==> config.mk <==
export PLATFORM = sky130hd
export DESIGN_NAME = serial_addsub
export DESIGN_NICKNAME = d
export VERILOG_FILES = /design/src/rtl/serial_addsub.sv
export SDC_FILE = /design/constraint.sdc
export NUM_CORES = 1
export LEC_CHECK = 0
export CELL_PAD_IN_SITES_DETAIL_PLACEMENT = 1
export CELL_PAD_IN_SITES_GLOBAL_PLACEMENT = 2
export CORE_ASPECT_RATIO = 1.1
export CORE_MARGIN = 2
export CORE_UTILIZATION = 32
export DETAILED_ROUTE_END_ITERATION = 16
export GPL_TIMING_DRIVEN = 0
export PLACE_DENSITY_LB_ADDON = 0.1
export SYNTH_ARGS = -nofsm -noshare
export SYNTH_HDL_FRONTEND = slang
export SYNTH_SLANG_ARGS = --single-unit
==> constraint.sdc <==
create_clock -name clk -period 1.7 [get_ports clk]
set_input_delay 0.255 -clock clk [delete_from_list [all_inputs] [get_ports clk]]
set_output_delay 0.255 -clock clk [all_outputs]
set_load 0.05 [all_outputs]
==> src/rtl/serial_addsub.sv <==
// Bit-serial adder/subtractor: one full-adder step per clock, LSB first.
// A three-state FSM sequences WIDTH RUN cycles and then pulses done once.
module serial_addsub #(
  parameter int WIDTH = 8
) (
  input  logic             clk,
  input  logic             rst_n,
  input  logic             start,
  input  logic             op,
  input  logic [WIDTH-1:0] a,
  input  logic [WIDTH-1:0] b,
  output logic             busy,
  output logic             done,
  output logic [WIDTH-1:0] result,
  output logic             cout,
  output logic             overflow
);

  localparam int CNT_W = $clog2(WIDTH + 1);
  localparam logic [CNT_W-1:0] LAST_BIT = CNT_W'(WIDTH - 1);

  typedef enum logic [1:0] {
    IDLE = 2'd0,
    RUN  = 2'd1,
    DONE = 2'd2
  } state_t;

  state_t           state_r;
  logic [WIDTH-1:0] a_r;
  logic [WIDTH-1:0] b_r;
  logic [WIDTH-1:0] result_r;
  logic [CNT_W-1:0] cnt_r;
  logic             carry_r;
  logic             cout_r;
  logic             overflow_r;
  logic             busy_r;
  logic             done_r;
  logic             sum_s;
  logic             carry_s;

  function automatic logic fa_sum(input logic x, input logic y, input logic c);
    return x ^ y ^ c;
  endfunction

  function automatic logic fa_carry(input logic x, input logic y, input logic c);
    return (x & y) | (x & c) | (y & c);
  endfunction

  assign sum_s   = fa_sum(a_r[0], b_r[0], carry_r);
  assign carry_s = fa_carry(a_r[0], b_r[0], carry_r);

  // Sequencing FSM, operand shifters, carry flop and registered outputs.
  always_ff @(posedge clk or negedge rst_n) begin
    if (!rst_n) begin
      state_r    <= IDLE;
      a_r        <= '0;
      b_r        <= '0;
      result_r   <= '0;
      cnt_r      <= '0;
      carry_r    <= 1'b0;
      cout_r     <= 1'b0;
      overflow_r <= 1'b0;
      busy_r     <= 1'b0;
      done_r     <= 1'b0;
    end else begin
      case (state_r)
        IDLE, DONE: begin
          done_r <= 1'b0;
          if (start) begin
            // Subtraction is a + ~b + 1: invert b and seed the carry with op.
            a_r     <= a;
            b_r     <= op ? ~b : b;
            carry_r <= op;
            cnt_r   <= '0;
            busy_r  <= 1'b1;
            state_r <= RUN;
          end else begin
            busy_r  <= 1'b0;
            state_r <= IDLE;
          end
        end
        RUN: begin
          a_r      <= {1'b0, a_r[WIDTH-1:1]};
          b_r      <= {1'b0, b_r[WIDTH-1:1]};
          result_r <= {sum_s, result_r[WIDTH-1:1]};
          carry_r  <= carry_s;
          cnt_r    <= cnt_r + 1'b1;
          if (cnt_r == LAST_BIT) begin
            // carry_r is the carry into the MSB, carry_s the carry out of it.
            cout_r     <= carry_s;
            overflow_r <= carry_r ^ carry_s;
            busy_r     <= 1'b0;
            done_r     <= 1'b1;
            state_r    <= DONE;
          end else begin
            busy_r  <= 1'b1;
            state_r <= RUN;
          end
        end
        default: begin
          busy_r  <= 1'b0;
          done_r  <= 1'b0;
          state_r <= IDLE;
        end
      endcase
    end
  end

  assign busy     = busy_r;
  assign done     = done_r;
  assign result   = result_r;
  assign cout     = cout_r;
  assign overflow = overflow_r;

endmodule
After elaboration in Yosys (flattened, before gate mapping) --
Cells that the tools add are included.
Cells by class: $add $sub $neg 1, equal/unequal tests 5, muxes and demuxes 17, bitwise logic cells 9, reductions and logical operators 5
Operators by type and width (count):
- $pmux 8 s2 | 2
- $mux 8 | 3
- $not 8->8 | 1
- $pmux 4 s2 | 1
- $mux 1 | 6
- $add 4x1->4 const B | 1
- $eq 4x3->1 const B | 1
- $mux 4 | 1
- $ne 2x2->1 const B | 2
- $pmux 1 s2 | 2
- $pmux 2 s2 | 1
- $reduce_and 2->1 | 2
- $and 1x1->1 | 3
- $xor 1x1->1 | 3
- $eq 2x1->1 const B | 1
- $eq 2x2->1 const B | 1
- $logic_not 2->1 | 1
- $mux 2 | 1
- $or 1x1->1 | 2
- $reduce_bool 2->1 | 1
- $reduce_or 2->1 | 1
Storage, ports and cells: flip-flop bits (word level) 35

Depth between registers and ports, before layout --
depth after elaboration 4, depth in mapped cells 5, depth with buffers taken out 4

Worst setup path after synthesis --
No wires, ideal clock.
path kind reg2reg, start register state_r[0], end register cout_r (netlist: cout), data arrival time 1.412 ns, data required time 1.575 ns, setup slack 0.163 ns, stages on the path, launching flop included 5, buffers on the path 1, path through dfrtp_1 nand2b_1 buf_6 nor3_4 mux2_4
On the way: longest elaborated chain between the ends 2
RTL lines:
- start: declaration | RTL line 28 | state_t state_r;
- start signal: assignment | RTL line 55 | state_r <= IDLE;
- start signal: assignment | RTL line 76 | state_r <= RUN;
- start signal: assignment | RTL line 79 | state_r <= IDLE;
- $eq 2x1->1 | RTL line 66 | case (state_r)
- $reduce_and 2->1 (no source line)
- end signal: assignment | RTL line 90 | cout_r <= carry_s;
- end: declaration | RTL line 34 | logic cout_r;
No other way between the ends. A chain may end at the register's enable or synchronous reset.

==> results.cfg <==
[place]
place_ws_ns = 0.1325
placement.cell_area_sq_mm = 0.001913
portBuffers = 30
dpl.hpwl_mm = 2.482
dp.cells = 225
gp_congestion = 0.7019

[critical_path]
path_buf_inv = 1
timing.rr.end = overflow
cp_max_fo = 5
slowest_delay_ns = 0.55
crit_chain = dlygate4sd2_1
start_kind = flip-flop
cp-end-kind = output port
crit_arrival_ns = 1.26
critical_path.top_delay_family = buffers and inverters
cp-startpoint = state_r[0]
ff2ff_path_depth = 3
criticalPathCategory = reg2out
cp.required_ns = 1.44
timing.rr.start = a_r[0]
cp_slowest_cell = dlygate4sd2_1
crit_path_end = busy
r2r_slack_ns = 0.23
path_depth = 1

[power_and_ir_drop]
p_per_area_mw_per_mm2 = 1936
ir_worst_vdd_v = 0.0005454
p_leak_uw = 0.0009738

[logic_synthesis]
synth.top_cell.area_share = 0.5497
netlist_instances = 139
synth-adder-area-share = 0.02102
synth.avg_cell_area_sq_um = 11.13
ys_ff_latch = 34
synth_xor_xnor_area_share = 0.05659
synth_warnings = 0
synth_compound_area_frac = 0.1148
synth_area_leaders = dfrtp_1, nand2_1, a221o_1
synthMuxAreaShare = 0.03234
ys_types = 26
syn_area_sq_mm = 0.001548
syn_nets = 161
synth-simple-area-share = 0.1762
synth_top_cell_by_area = dfrtp_1
yosysSeqAreaShare = 0.5497
synth_top_family_by_area = simple AND/OR/NAND/NOR gates

[cts]
clkLatencyLatePin_ns = 0.28
post_cts_buffers = 0
clock-sinks = 34
cts_tree = yes
cts.clk_slew.worst_paths_ns = 0.07
h-tree-depth = 2
cts_buffer_depth = 2
hold_buffers = 0
cts-root-buf = clkbuf_8
cts_buffers = 5

[finish]
drive_above_1_share = 0.1193
nNetsFinal = 198
fin_cells = 232
final_area_sq_mm = 0.001982
fillers = 535
synthToLayoutAreaGrowth_pct = 28.05
final_cell_mix = nand2_1, dfrtp_1, clkdlybuf4s50_1
diodes = 0

[die]
core_sq_mm = 0.004652
io_pins = 32
die_h_microns = 76.94
start_util = 0.3327
die-width_microns = 70.31
num_rows = 26
dieArea_sq_mm = 0.005410

[timing]
hold_violations = 0
slew-limit-headroom = 0.4858
finClkSkew_ns = 0.008975
max_freq_mhz = 658.8
post-route-period-util = 0.8929
drv_slew = 0
final.min_clock_period_ns = 1.518
worst_slack_ns = 0.1820
worstMarginPinSlew_ns = 0.7713
setup_viol = 0
rsz0062_at_grt = no

[global_route]
first_global_vias = 1251
antenna_found_initial = 0
grt_use_met2 = 0.2255
grt_start_max_net_pins = 35
grt.overflow.total = 0
grt_first_pass_wirelength_mm = 6.051
busiest_layer = met2
use_met1 = 0.1864
gr-usage-all-layers = 0.1432
grtUsageMet3 = 0.03417

[status]
status = finished clean

[drt]
first_pass_iters = 4
ant_nets = 0
dr.first_iter.drc_count = 57
wl_per_cell_microns = 15.19
wirelength_mm = 3.523
drc_errors = 0
via_count = 1158
vias_per_cell = 4.991

[job]
drv_cap = 0

[hold_path]
hold_class = in2async
==> report_power, final <==
part | internal [uW] | leakage, uW | switching (uW)
clock network | 282 | 0.0000383 | 269
registers | 1170 | 0.000432 | 244
logic | 744 | 0.000504 | 1130
==> synth_stat cells <==
master    count
mux2i_1       2
ha_1          1
xnor2_1       8
nand2b_1      2
nor2b_1       1
a22oi_1       8
nor2_4        1
and2b_4       1
nor2b_2       1
fa_1          1
buf_8         2
a221o_1       7
buf_2         4
xor2_1        2
nand2_1      34
mux2_4        2
buf_6         1
o21ai_0       1
nor3_4        1
buf_4         2
nand3_1       8
nand4_1       1
nor2_1        9
a22o_1        4
o21a_1        1
dfrtp_1      34
==> kinds of logic (layout without fill, tap and decap cells) <==
kind of cell               after synthesis  in the layout
buffers and inverters                    9             46
DFF                                     34             34
AOI/OAI and AO/OA                       21             21
adders and majority gates                2              2
and+or+nand+nor                         59             59
muxes                                    4              4
xor gates and xnor gates                10             10
==> metrics by stage <==
| stage | util | total power [uW] | TNS, ns | hold WS [ns] |
|---|---|---|---|---|
| floorplan | - | 2791 | 0 | -0.04059 |
| global placement | 0.4123 | 3331 | -12.41 | 0.4572 |
| detailed placement | 0.4112 | 3407 | 0 | 0.3874 |
| CTS | 0.4250 | 3910 | 0 | 0.07212 |
| global route | 0.4260 | 4132 | 0 | 0.1121 |
| finish | 0.4260 | 3838 | 0 | 0.04784 |
==> worst min-delay path by stage <==
stage | depth (start not counted) | to
6_report | 1 | result[3]
3_5_place_dp | 1 | result[3]
4_1_cts | 1 | result[3]
5_1_grt | 1 | result[3]
3_3_place_gp | 2 | result[0]
2_1_floorplan | 0 | a_r[0]
==> flip-flops by register name (all words and copies together), names as in the netlist <==
register / cells
result: 8
b_r: 8
done: 1
carry_r: 1
overflow: 1
cnt_r: 4
cout: 1
state_r: 2
a_r: 8
==> final cells by class <==
class | count | area, sq um | area share
Sequential cell | 34 | 850.8 | 0.4293
Multi-Input combinational cell | 96 | 620.6 | 0.3131
Timing Repair Buffer | 30 | 287.8 | 0.1452
Clock buffer | 7 | 76.32 | 0.03851
Buffer | 9 | 76.32 | 0.03851
Tap cell | 56 | 70.07 | 0.03535
==> metal layers <==
metal,wire [microns],vias to the layer above
met3,165,2
met4,25,0
met5,0,-
li1,-,548
met2,1740,30
met1,1591,578
==> repair_timing <==
action,CTS,global route
hold endpoints to repair,0,0
resized for setup,10,2
endpoints found under the setup margin,10,2
Power figures use the tool's default switching activity.
